**src/rtl/controlador_de_partida.sv**
```systemverilog
// ---------------------------------------------------------------------------
// controlador_de_partida
//   Turn sequencer for one naval-battle match on the 5x7 LED board. Turns the
//   raw start/fire buttons into clean edges, validates the target coordinate,
//   drives the attack manager (enable / one-cycle confirmar strobe), counts
//   the remaining attempts and decides victory or defeat.
//
//   Optional feature macro: TEMPO_LIMITE_EN
//     defined   -> per-turn timer; a turn idle for TEMPO_LIMITE cycles costs
//                  an attempt and pulses tempo_esgotado
//     undefined -> no timer, tempo_esgotado tied low
//
// Ports
//   clock, reset                 system clock, synchronous active-high reset
//   botao_iniciar                raw start/restart button (asynchronous)
//   botao_confirmar              raw fire button (asynchronous)
//   coordColuna, coordLinha      target column (0..4) and row (0..6)
//   mapa0..mapa4                 ship map per column, bit n = row n
//   matriz0..matriz4             hit matrix reported by the attack manager
//   enable                       low clears the attack manager board
//   confirmar                    one-cycle attack strobe
//   tentativas                   attempts remaining
//   ultimo_acerto                last valid shot hit a fresh ship cell
//   coord_invalida               one-cycle pulse, out-of-range shot rejected
//   tempo_esgotado               one-cycle pulse, turn timed out
//   vitoria, derrota             match result, held until restart
// ---------------------------------------------------------------------------
module controlador_de_partida #(
  parameter int MAX_TENTATIVAS = 20,
  parameter int TEMPO_LIMITE   = 50_000_000
) (
  input  logic       clock,
  input  logic       reset,
  input  logic       botao_iniciar,
  input  logic       botao_confirmar,
  input  logic [2:0] coordColuna,
  input  logic [2:0] coordLinha,
  input  logic [6:0] mapa0,
  input  logic [6:0] mapa1,
  input  logic [6:0] mapa2,
  input  logic [6:0] mapa3,
  input  logic [6:0] mapa4,
  input  logic [6:0] matriz0,
  input  logic [6:0] matriz1,
  input  logic [6:0] matriz2,
  input  logic [6:0] matriz3,
  input  logic [6:0] matriz4,
  output logic       enable,
  output logic       confirmar,
  output logic [4:0] tentativas,
  output logic       ultimo_acerto,
  output logic       coord_invalida,
  output logic       tempo_esgotado,
  output logic       vitoria,
  output logic       derrota
);

  typedef enum logic [2:0] {
    OCIOSO, REINICIO, JOGANDO, VALIDA, ATAQUE, AGUARDA, VITORIA, DERROTA
  } estado_t;

  estado_t    r_estado;
  logic [1:0] r_iniSync, r_cfmSync;
  logic       r_iniPrev, r_cfmPrev;
  logic       r_iniEdge, r_cfmEdge;
  logic [2:0] r_col, r_row;
  logic       r_enable, r_confirmar, r_ultimo, r_invalida, r_vitoria, r_derrota;
  logic [4:0] r_tent;

  logic [6:0] w_mapaSel, w_matrizSel;
  logic       w_alvoNovo, w_fora, w_vencido;

  // Two-flop synchronizer followed by a registered rising-edge detector, so
  // the FSM sees a button press three cycles after it is first sampled.
  always_ff @(posedge clock) begin
    if (reset) begin
      r_iniSync <= 2'b00;
      r_cfmSync <= 2'b00;
      r_iniPrev <= 1'b0;
      r_cfmPrev <= 1'b0;
      r_iniEdge <= 1'b0;
      r_cfmEdge <= 1'b0;
    end else begin
      r_iniSync <= {r_iniSync[0], botao_iniciar};
      r_cfmSync <= {r_cfmSync[0], botao_confirmar};
      r_iniPrev <= r_iniSync[1];
      r_cfmPrev <= r_cfmSync[1];
      r_iniEdge <= r_iniSync[1] & ~r_iniPrev;
      r_cfmEdge <= r_cfmSync[1] & ~r_cfmPrev;
    end
  end

  // Select the latched target column from map and hit matrix.
  always_comb begin
    w_mapaSel   = 7'd0;
    w_matrizSel = 7'd0;
    case (r_col)
      3'd0: begin w_mapaSel = mapa0; w_matrizSel = matriz0; end
      3'd1: begin w_mapaSel = mapa1; w_matrizSel = matriz1; end
      3'd2: begin w_mapaSel = mapa2; w_matrizSel = matriz2; end
      3'd3: begin w_mapaSel = mapa3; w_matrizSel = matriz3; end
      3'd4: begin w_mapaSel = mapa4; w_matrizSel = matriz4; end
      default: begin w_mapaSel = 7'd0; w_matrizSel = 7'd0; end
    endcase
  end

  assign w_fora     = (r_col > 3'd4) || (r_row > 3'd6);
  assign w_alvoNovo = w_mapaSel[r_row] & ~w_matrizSel[r_row];
  // An empty map must never count as sunk, otherwise it would win instantly.
  assign w_vencido  = (matriz0 == mapa0) && (matriz1 == mapa1) && (matriz2 == mapa2) &&
                      (matriz3 == mapa3) && (matriz4 == mapa4) &&
                      (|{mapa0, mapa1, mapa2, mapa3, mapa4});

`ifdef TEMPO_LIMITE_EN
  localparam int TW = (TEMPO_LIMITE > 1) ? $clog2(TEMPO_LIMITE) : 1;
  logic [TW-1:0] r_timer;
  logic          r_tempoEsg;
  logic          w_esgotou;

  assign w_esgotou = (r_timer == TW'(TEMPO_LIMITE - 1));

  // Turn timer runs only in JOGANDO; any other state holds it at zero, which
  // gives a fresh count on every entry to JOGANDO.
  always_ff @(posedge clock) begin
    if (reset || (r_estado != JOGANDO)) r_timer <= '0;
    else                                r_timer <= r_timer + 1'b1;
  end
`endif

  // Match sequencer. A start edge in any state except REINICIO restarts the
  // match and takes priority over a simultaneous fire edge.
  always_ff @(posedge clock) begin
    if (reset) begin
      r_estado    <= OCIOSO;
      r_enable    <= 1'b0;
      r_confirmar <= 1'b0;
      r_tent      <= 5'd0;
      r_ultimo    <= 1'b0;
      r_invalida  <= 1'b0;
      r_vitoria   <= 1'b0;
      r_derrota   <= 1'b0;
      r_col       <= 3'd0;
      r_row       <= 3'd0;
`ifdef TEMPO_LIMITE_EN
      r_tempoEsg  <= 1'b0;
`endif
    end else begin
      r_confirmar <= 1'b0;
      r_invalida  <= 1'b0;
`ifdef TEMPO_LIMITE_EN
      r_tempoEsg  <= 1'b0;
`endif
      if (r_iniEdge && (r_estado != REINICIO)) begin
        r_estado  <= REINICIO;
        r_enable  <= 1'b0;
        r_tent    <= 5'(MAX_TENTATIVAS);
        r_ultimo  <= 1'b0;
        r_vitoria <= 1'b0;
        r_derrota <= 1'b0;
      end else begin
        case (r_estado)
          OCIOSO: r_estado <= OCIOSO;
          REINICIO: begin
            r_enable <= 1'b1;
            r_estado <= JOGANDO;
          end
          JOGANDO: begin
            if (r_cfmEdge) begin
              r_col    <= coordColuna;
              r_row    <= coordLinha;
              r_estado <= VALIDA;
            end
`ifdef TEMPO_LIMITE_EN
            else if (w_esgotou) begin
              r_tempoEsg <= 1'b1;
              r_ultimo   <= 1'b0;
              if (r_tent != 5'd0) r_tent <= r_tent - 5'd1;
              r_estado   <= AGUARDA;
            end
`endif
          end
          VALIDA: begin
            if (w_fora) begin
              r_invalida <= 1'b1;
              r_estado   <= JOGANDO;
            end else begin
              r_ultimo    <= w_alvoNovo;
              r_confirmar <= 1'b1;
              r_estado    <= ATAQUE;
            end
          end
          ATAQUE: begin
            if (r_tent != 5'd0) r_tent <= r_tent - 5'd1;
            r_estado <= AGUARDA;
          end
          AGUARDA: begin
            if (w_vencido) begin
              r_vitoria <= 1'b1;
              r_estado  <= VITORIA;
            end else if (r_tent == 5'd0) begin
              r_derrota <= 1'b1;
              r_estado  <= DERROTA;
            end else begin
              r_estado <= JOGANDO;
            end
          end
          VITORIA: r_estado <= VITORIA;
          DERROTA: r_estado <= DERROTA;
          default: r_estado <= OCIOSO;
        endcase
      end
    end
  end

  assign enable         = r_enable;
  assign confirmar      = r_confirmar;
  assign tentativas     = r_tent;
  assign ultimo_acerto  = r_ultimo;
  assign coord_invalida = r_invalida;
  assign vitoria        = r_vitoria;
  assign derrota        = r_derrota;
`ifdef TEMPO_LIMITE_EN
  assign tempo_esgotado = r_tempoEsg;
`else
  assign tempo_esgotado = 1'b0;
`endif

endmodule

```
**config.mk**
```make
export PLATFORM = sky130hd
export DESIGN_NAME = controlador_de_partida
export DESIGN_NICKNAME = d
export VERILOG_FILES = /design/src/rtl/controlador_de_partida.sv
export SDC_FILE = /design/constraint.sdc
export NUM_CORES = 1
export LEC_CHECK = 0
export BUFFER_PORTS_ARGS = -buffer_cell sky130_fd_sc_hd__buf_2
export CAP_MARGIN = 10
export CORE_ASPECT_RATIO = 1.75
export CORE_UTILIZATION = 50
export DETAILED_ROUTE_END_ITERATION = 10
export PLACE_DENSITY = 0.82
export SLEW_MARGIN = 20
export SYNTH_ARGS = -nofsm -noshare
export SYNTH_HDL_FRONTEND = slang
export SYNTH_SLANG_ARGS = --single-unit
```
**constraint.sdc**
```tcl
create_clock -name clock -period 3.57 [get_ports clock]
set_input_delay 0.1785 -clock clock [delete_from_list [all_inputs] [get_ports clock]]
set_output_delay 0.1785 -clock clock [all_outputs]
set_load 0.03 [all_outputs]
```
==> key figures, run 1 <==
Outcome
  • Outcome: completed

Floorplanning
  • IO Count: 92
  • Width of the chip: 52.8 µm
  • Die H: 91.0 µm
  • Row count: 32
  • Die area: 4810 µm²
  • Core area: 4360 µm²
  • Initial cell density of the core: 0.518

Job
  • # Max-Cap Violations: 0

STA
  • Highest clock rate: 422 MHz
  • Final Hold Vio Count: 0
  • TNS Setup: 0 ps
  • Clock skew: 2.09 ps
  • Fin crit period: 2370 ps
  • Final setup vio count: 0
  • Worst Tran Pin Value: approximately 870 ps
  • Max-slew violation count: 0
  • Worst slew margin: 0.421
  • Final Cycle Share: 0.664
  • Unrepaired setup endpoints after global routing: no

Min path
  • End of the worst hold path: r_cfmSync[0]
  • Hold wc startpoint: botao_confirmar
  • Hold crit path type: input pin to flop
  • Hold depth: 2

Yosys
  • Top cells by area, synth: dfxtp_1 25%, xor2_1 15%, mux2i_1 8.4%, nor4_1 4.7%, nor2_1 3.7%
  • Number of synthesized register bits: 28
  • Yosys top cell area share: 0.248
  • Ys Warns: 0
  • Post-synth top area cell: dfxtp_1
  • Sequential area share after synthesis: 0.248
  • Synthesized cell area: roughly 2300 µm²
  • Ys async rst share: 0
  • Synth Instances: 265
  • Number of synthesized flops with an enable pin: 0
  • Synth cell types: 58
  • Post-Syn Area per Cell: 8.53 µm²
  • Top FF cell, synth: dfxtp_1
  • Synthesized Nets: 347

Global route
  • Initial antenna violation count: 0
  • Largest net degree at the start of global routing: 25
  • First-pass GRT wire length: 11300 µm
  • Vias in the first global route: 2469
  • Total grt overflow: 0
  • Gr usage total: 0.318

Setup path
  • Critical path launch point type: flop
  • RR Endpoint: ultimo_acerto
  • Reg2reg start: r_col[1]
  • CP Data Arrival Time: 2560 ps
  • FF-to-FF path depth: 6
  • CP Buf/Inv Count: 0
  • CP required: 3760 ps
  • CP cell instances: nor2b_1 -> a2bb2oi_1 -> o22ai_1 -> o211ai_1 -> and4_1 -> o41ai_2
  • Critical path's slowest cell: dfxtp_1
  • CP Capture Type: flop
  • Reg2Reg Setup Slack: 1200 ps
  • CP max stage delay: 690 ps
  • Max Fanout on Critical Path: 13
  • CP Class: flop to flop
  • Setup crit start: r_col[1]
  • CP delay by family, top: simple AND/OR/NAND/NOR gates

Clock tree
  • Clock sinks: 28
  • CTS Buf Count: 3
  • Latest clock arrival within the worst-skew pair: about 270 ps
  • Clock Path Buffers: 2
  • Setup bufs post-CTS: 0
  • Clk slew on worst S/H paths: roughly 90 ps
  • H-tree depth: 1
  • Root Driver: clkbuf_8
  • Hold Buf Count CTS: 0
  • Post-CTS sizing: 0
  • CTS tree: built

Route
  • Drt wl/cell: 18.1 µm
  • Vias/cell: 6.07
  • Pre-antenna DRT Iters: 4
  • Initial DRC Count: just over 50
  • Final WL: approximately 7200 µm
  • DRC violations left: 0
  • Number of antenna-violating nets in the routed design: 0
  • Via count: 2414

Cells and area
  • Fraction of layout cells with a size suffix above 1: 0.329
  • Final nets: 430
  • Post-route cell area: 2760 µm²
  • Syn-to-layout area delta: 22.0%
  • Ant diodes: 0

Placement
  • Placed wire-length estimate: 6040 µm
  • GP Congestion: 0.982
  • Placed inst area: 2690 µm²
  • Buffers added on ports: 90

Power and ir drop
  • VDD IR-drop max: 0.000436 V
  • Power Dens Cells: ~260 nW/µm²
  • LEAKAGE: between 0.001 and 0.0015 µW
-- state kept, by name, indices dropped and copies added (netlist names) --
signal and flops:
derrota 1, r_cfmSync 2, r_cfmPrev 1, r_iniEdge 1, r_cfmEdge 1, tentativas 5
r_estado 3, ultimo_acerto 1, coord_invalida 1, r_iniSync 2, r_row 3, vitoria 1
confirmar 1, r_col 3, enable 1, r_iniPrev 1
-- where the power goes --
group	internal (µW)	switching, µW	leakage (µW)
registers	316	2.42	0.000227
clock network	150	96.7	0.0000357
logic	66.5	83.6	0.000836
total	533	183	0.00110
-- placed cells by master, fill, tap and decap left out, drive strengths merged, types with 4 or more instances in the layout --
cell,instances
buf,92
nor4,19
xor2,38
o21ai,9
inv,8
nor2,22
nor3,8
mux2,6
mux2i,19
nand4,5
nand2,10
nand3,4
a21oi,15
nor2b,13
dfxtp,28
a31oi,4
-- layout make-up --
cell class | instances | area (µm²)
clock buffer | 3 | 41.3
clock inverter | 1 | 30.0
fill | 426 | 1610
inverter | 8 | 30.0
multi-input combinational | 215 | 1570
sequential | 28 | 561
tap | 51 | 63.8
timing repair buffer | 92 | 465
-- metrics by stage --
step                      total power (µW)  std cells  utilization  hold WS, ps  setup WS [ps]
after global routing                   744        398        0.632          108            978
after detailed placement               473        394        0.616          385           1310
final                                  716        398        0.632          104           1200
after CTS                              720        398        0.632          104           1280
after global placement                 474        394        0.616          377           1330
after floorplan                        386        265            -          250           1540
-- logic make-up after synthesis --
logic type / count (synthesis) / synth area share
xor+xnor: 39 / 0.151
fa+ha+maj: 2 / 0.0111
mux: 25 / 0.114
simple gates: 97 / 0.256
buf+inv: 22 / 0.0592
flops: 28 / 0.248
other cells: 1 / 0.00166
compound gates: 51 / 0.159
-- layer usage --
| metal | share of wire | global-route usage |
|---|---|---|
| met4 | 0.078 | 0.224 |
| met3 | 0.041 | 0.0201 |
| met2 | 0.55 | 0.603 |
| met5 | 0 | 0 |
| met1 | 0.34 | 0.293 |
-- cells in the mapped netlist (5+ instances only) --
library cell and count:
xor2_1 38, dfxtp_1 28, nor2_1 22, mux2i_1 19
nor4_1 17, a21oi_1 14, nor2b_1 13, nand2_1 10
nor3_1 8, inv_1 7, o21ai_0 6, mux2_2 5
nand4_1 5
-- how the worst max path moves through the flow --
| stage | end | slack (ps) | cells past startpoint |
|---|---|---|---|
| after floorplan | tentativas[4] | 1540 | 8 |
| after global placement | ultimo_acerto | 1330 | 6 |
| after detailed placement | ultimo_acerto | 1310 | 6 |
| after CTS | ultimo_acerto | 1280 | 6 |
| after global routing | ultimo_acerto | 980 | 6 |
| final | ultimo_acerto | 1200 | 6 |
Note: power is estimated with default switching activity, not from simulation.
==> run 2, diff against run 1 <==
--- a/config.mk
+++ b/config.mk
@@ -8,9 +8,9 @@
 export BUFFER_PORTS_ARGS = -buffer_cell sky130_fd_sc_hd__buf_2
 export CAP_MARGIN = 10
 export CORE_ASPECT_RATIO = 1.75
-export CORE_UTILIZATION = 50
+export CORE_UTILIZATION = 44
 export DETAILED_ROUTE_END_ITERATION = 10
-export PLACE_DENSITY = 0.82
+export PLACE_DENSITY = 0.77
 export SLEW_MARGIN = 20
 export SYNTH_ARGS = -nofsm -noshare
 export SYNTH_HDL_FRONTEND = slang
==> constraint.sdc (replaced) <==
create_clock -name clock -period 2 [get_ports clock]
set_input_delay 0.1 -clock clock [delete_from_list [all_inputs] [get_ports clock]]
set_output_delay 0.1 -clock clock [all_outputs]
set_load 0.03 [all_outputs]
==> run 2 against run 1 <==
Against the previous run:
- sequential share of layout area down 1.1 points
- flip-flop and latch count unchanged
- fmax up 26%
- register-to-register slack worse by 1100 ps
- utilization down 3.9 points
- final cell count up 5.0%
- global-route usage down 3.3 points
- first-iteration DRC count up 59%
- cell area up 6.2%
- sequential power up 78%
- power up 80%
- critical path depth up 2
- largest cell class unchanged
- highest routed layer unchanged
==> key figures, run 2 (synthesized netlist as in run 1, its figures left out) <==
Outcome
  • Outcome: completed

Route
  • Via count: roughly 2.4k
  • Vias/cell: 5.83
  • Final WL: 7630 µm
  • DRC violations left: 0
  • Pre-antenna DRT Iters: 4
  • Number of antenna-violating nets in the routed design: 0
  • Initial DRC Count: 81
  • Drt wl/cell: 18.3 µm

STA
  • Final setup vio count: 0
  • Final Cycle Share: 0.937
  • TNS Setup: 0 ps
  • Clock skew: 3.93 ps
  • Highest clock rate: 533 MHz
  • Fin Hold WS: 29.6 ps
  • Final Hold Vio Count: 0
  • Fin crit period: 1870 ps
  • Max-slew violation count: 0

Cells and area
  • Post-route cell area: a little under 3000 µm²
  • Fraction of layout cells with a size suffix above 1: 0.379
  • Final nets: around 450
  • Max FFs per register: 5
  • Commonest cells after routing, fill and taps aside: 90 x buf_2, 38 x xor2_1, 25 x dfxtp_1
  • Cell Count, Final, Fillers Out: around 420
  • Ant diodes: 0
  • Most common cell after layout, fill and taps aside: buf_2
  • Syn-to-layout area delta: 29.5%

Clock tree
  • Hold Buf Count CTS: 0
  • Clock Path Buffers: 2
  • Clock sinks: 28
  • Latest clock arrival within the worst-skew pair: 280 ps
  • CTS tree: built
  • Clk slew on worst S/H paths: around 90 ps
  • Root Driver: clkbuf_8
  • CTS Buf Count: 3
  • H-tree depth: 1

Setup path
  • CP Class: flop to flop
  • Reg2reg start: r_col[1]
  • CP delay by family, top: compound AO/OA/AOI/OAI gates
  • FF-to-FF path depth: 8
  • Reg2Reg Setup Slack: 130 ps
  • CP cell instances: buf_4 -> buf_6 -> mux2i_4 -> nor2_1 -> nor3_1 -> o211ai_1 -> and4_1 -> o41ai_2
  • CP Data Arrival Time: approximately 2100 ps
  • CP Capture Type: flop
  • Setup crit start: r_col[1]
  • CP Buf/Inv Count: 2
  • CP max stage delay: 370 ps
  • Max Fanout on Critical Path: 10
  • RR Endpoint: ultimo_acerto
  • CP required: 2190 ps
  • Critical path's slowest cell: dfxtp_1
  • Critical path launch point type: flop

Global route
  • First-pass GRT wire length: 12000 µm
  • Most crowded layer after global routing: met2
  • Vias in the first global route: 2479
  • Total grt overflow: 0
  • Met1 Usage GRT: 0.276
  • Grt met2 use: 0.560
  • Largest net degree at the start of global routing: 18
  • Met3 Usage GRT: 0.0227
  • Initial antenna violation count: 0
  • Gr usage total: 0.285

Min path
  • Hold wc startpoint: botao_confirmar
  • End of the worst hold path: r_cfmSync[0]
  • Hold crit path type: input pin to flop
  • Hold depth: 2

Power and ir drop
  • Pint: approximately 960 µW
  • Clock power frac: 0.341
  • Switching share of power: 0.254
  • Power Dens Cells: 439 nW/µm²
  • Final Total Pwr: between 1000 and 1500 µW
  • VDD IR-drop max: ~0.00044 V
  • Comb pwr share: 0.216
  • Share of power burned in registers: 0.442
  • LEAKAGE: between 0.001 and 0.0015 µW
  • NetSw: 327 µW

Placement
  • Buffers added on ports: 90
  • Placed inst area: 2820 µm²
  • Placed Cells: 414
  • Placed wire-length estimate: roughly 6400 µm
  • GP Congestion: 0.946

Floorplanning
  • Core area: 4930 µm²
  • Die area: about 5400 µm²
  • Width of the chip: 56.2 µm
  • Row count: 34
  • Initial cell density of the core: 0.458
  • Die H: 96.8 µm
  • IO Count: approximately 90

Job
  • # Max-Cap Violations: 0
run 2: layer usage:
layer / up-vias / share of wire
met4: 0 / 0.065
met5: - / 0
met3: 31 / 0.037
li1: 1164 / -
met1: 1137 / 0.34
met2: 105 / 0.55
run 2: worst max path at each step:
stage                     slack, ps             to  cells past startpoint
after floorplan                   4  tentativas[4]                      8
after global placement           40  ultimo_acerto                      6
after detailed placement         50  ultimo_acerto                      6
after CTS                        40  ultimo_acerto                      7
after global routing             -7  ultimo_acerto                      8
final                           130  ultimo_acerto                      8
run 2: power by group through the flow:
stage / clock (µW) / sequential [µW] / combinational [µW]
3_3_place_gp: 0 / 581 / 269
2_1_floorplan: 0 / 584 / 105
3_5_place_dp: 0 / 582 / 270
6_report: 439 / 569 / 278
4_1_cts: 441 / 569 / 271
5_1_grt: 460 / 570 / 296
run 2: final cells by class:
type                    count  area (µm²)
clock buffers               3        41.3
inverters                   8        30.0
well taps                  54        67.6
clock inverters             1        30.0
fillers                   478        2010
repair buffers            109         604
multi-input cells         215        1590
flip-flops and latches     28         564
run 2: timing repair:
| item | 4_1_cts | 5_1_grt |
|---|---|---|
| buffers inserted | 0 | 0 |
| resized for setup | 0 | 11 |
| setup endpoints to repair | 0 | 2 |
run 2: stage by stage:
step,worst slack (ps),util
after floorplan,3.62,-
after global placement,42.5,0.571
after detailed placement,55.0,0.571
after CTS,42.1,0.586
after global routing,-7.11,0.593
final,125,0.593
==> run 3, diff against run 2 <==
--- a/config.mk
+++ b/config.mk
@@ -8,6 +8,7 @@
 export BUFFER_PORTS_ARGS = -buffer_cell sky130_fd_sc_hd__buf_2
 export CAP_MARGIN = 10
 export CORE_ASPECT_RATIO = 1.75
+export CORE_MARGIN = 2
 export CORE_UTILIZATION = 44
 export DETAILED_ROUTE_END_ITERATION = 10
 export PLACE_DENSITY = 0.77
==> run 3 against run 2 <==
Against the previous run:
- sequential share of layout area is 0.084 points lower
- setup slack worse by 39 ps
- clock power is 2% lower
- cell area increased by 0.21%
- clock-buffer cell count is the same
- wire length is 1.7% lower
- worst hold slack better by 12 ps
- combinational power hardly changed
- critical path depth decreased by 2
- power decreased by 0.65%
- sequential power barely moved
- critical path type unchanged
- largest cell class unchanged
==> key figures, run 3 (synthesized netlist as in run 1, its figures left out) <==
Global route
  • Total grt overflow: 0
  • Most crowded layer after global routing: met2
  • Initial antenna violation count: 0
  • Grt met2 use: 0.519
  • Vias in the first global route: 2583
  • First-pass GRT wire length: about 12000 µm
  • Met1 Usage GRT: 0.237
  • Gr usage total: 0.265
  • Met3 Usage GRT: 0.0210
  • Largest net degree at the start of global routing: 18

Route
  • Via count: 2458
  • Number of antenna-violating nets in the routed design: 0
  • Initial DRC Count: 76
  • Final WL: 7510 µm
  • Drt wl/cell: 17.8 µm
  • Pre-antenna DRT Iters: 4
  • DRC violations left: 0
  • Vias/cell: 5.84

Cells and area
  • FF/Latch Area: 563 µm²
  • Area taken by multi-input logic gates: around 1600 µm²
  • Most common cell after layout, fill and taps aside: buf_2
  • Max FFs per register: 5
  • Commonest cells after routing, fill and taps aside: 90 x buf_2, 38 x xor2_1, 26 x dfxtp_1
  • Ant diodes: 0
  • Syn-to-layout area delta: 29.8%
  • Fraction of layout cells with a size suffix above 1: 0.376
  • Final Util: 0.589
  • Fillers: 464
  • Final nets: 450
  • Post-route cell area: 2930 µm²

Power and ir drop
  • Comb pwr share: 0.218
  • VDD IR-drop max: 0.000482 V
  • Clock power frac: 0.337
  • NetSw: 316 µW
  • Pint: 960 µW
  • Power Dens Cells: 435 nW/µm²
  • Switching share of power: 0.248
  • Share of power burned in registers: 0.445
  • LEAKAGE: approximately 0.0012 µW

Clock tree
  • Setup bufs post-CTS: 0
  • Clk slew on worst S/H paths: about 90 ps
  • H-tree depth: 1
  • Clock Path Buffers: 2
  • Latest clock arrival within the worst-skew pair: 270 ps
  • Hold Buf Count CTS: 0
  • CTS Buf Count: 3
  • Root Driver: clkbuf_8
  • Clock sinks: 28
  • CTS tree: built

STA
  • Max-slew violation count: 0
  • Fin crit period: 1910 ps
  • Final setup vio count: 0
  • Final Hold Vio Count: 0
  • Worst slew margin: 0.650
  • Clock skew: 2.21 ps
  • TNS Setup: 0 ps
  • Final Cycle Share: 0.957
  • Worst Tran Pin Value: 520 ps
  • Unrepaired setup endpoints after global routing: no
  • Highest clock rate: between 500 and 600 MHz

Setup path
  • CP required: 2180 ps
  • CP Capture Type: flop
  • CP Data Arrival Time: 2090 ps
  • Critical path launch point type: flop
  • Reg2reg start: r_col[2]
  • Reg2Reg Setup Slack: between 80 and 90 ps
  • CP cell instances: buf_12 -> and2b_1 -> a2bb2oi_1 -> a2111oi_2 -> nor2_1 -> o41ai_2
  • CP delay by family, top: compound AO/OA/AOI/OAI gates
  • CP Buf/Inv Count: 1
  • RR Endpoint: ultimo_acerto
  • FF-to-FF path depth: 6
  • Max Fanout on Critical Path: 14
  • Critical path's slowest cell: dfxtp_1
  • CP Class: flop to flop
  • CP max stage delay: 520 ps

Floorplanning
  • Initial cell density of the core: 0.454
  • Row count: 34
  • Core area: 4980 µm²
  • Width of the chip: 58.2 µm
  • Die area: between 5000 and 6000 µm²
  • Die H: 98.8 µm
  • IO Count: slightly above 90

Job
  • # Max-Cap Violations: 0

Min path
  • Hold crit path type: input pin to flop
  • Hold depth: 2
  • End of the worst hold path: r_iniSync[0]
  • Hold wc startpoint: botao_iniciar

Placement
  • Placed inst area: 2850 µm²
  • GP Congestion: 1.02
  • Buffers added on ports: 90
  • Placed wire-length estimate: 6510 µm

Outcome
  • Outcome: completed
run 3: layout make-up:
| class | instances | area share |
|---|---|---|
| Sequential cell | 28 | 0.192 |
| Clock inverter | 1 | 0.0102 |
| Inverter | 8 | 0.0102 |
| Tap cell | 54 | 0.0230 |
| Clock buffer | 3 | 0.0141 |
| Timing Repair Buffer | 112 | 0.214 |
| Multi-Input combinational cell | 215 | 0.536 |
run 3: through the flow:
| stage | hold slack, ps | setup slack (ps) | std cells | total power [µW] |
|---|---|---|---|---|
| 2_1_floorplan | 172 | 3.62 | 265 | 689 |
| 3_3_place_gp | 307 | -49.4 | 417 | 854 |
| 3_5_place_dp | 321 | -71.1 | 417 | 855 |
| 4_1_cts | 36.8 | 1.68 | 421 | 1290 |
| 5_1_grt | 52.5 | 9.61 | 421 | 1330 |
| 6_report | 41.7 | 86.4 | 421 | 1280 |
run 3: worst register-to-register path, delay by kind of cell (launching register included):
| family | cells | cell delay [ps] |
|---|---|---|
| AOI/OAI and AO/OA | 3 | 780 |
| DFF | 1 | 520 |
| and+or+nand+nor | 2 | 330 |
| buffers and inverters | 1 | 200 |
run 3: power groups by stage:
stage / combinational [µW] / clock, µW / sequential [µW]
after floorplan: 105 / 0 / 584
after global placement: 272 / 0 / 582
after detailed placement: 273 / 0 / 582
after CTS: 275 / 442 / 569
after global routing: 299 / 459 / 569
final: 278 / 430 / 568
run 3: worst max path at each step:
stage | start | endpoint | depth (start not counted)
finish | r_col[2] | ultimo_acerto | 6
global route | r_col[2] | ultimo_acerto | 6
CTS | r_col[1] | ultimo_acerto | 7
detailed placement | r_col[2] | ultimo_acerto | 6
global placement | r_col[2] | ultimo_acerto | 6
floorplan | tentativas[1] | tentativas[4] | 8
run 3: layer usage:
| layer | up-vias | wire length, µm |
|---|---|---|
| met5 | - | 0 |
| met4 | 0 | 555 |
| met3 | 35 | 273 |
| met2 | 113 | 4220 |
| met1 | 1140 | 2460 |
| li1 | 1170 | - |
run 3: timing repair:
item                       in CTS  in global routing
gates resized for setup         1                  2
setup endpoints to repair       1                  1
gates cloned                    0                  0
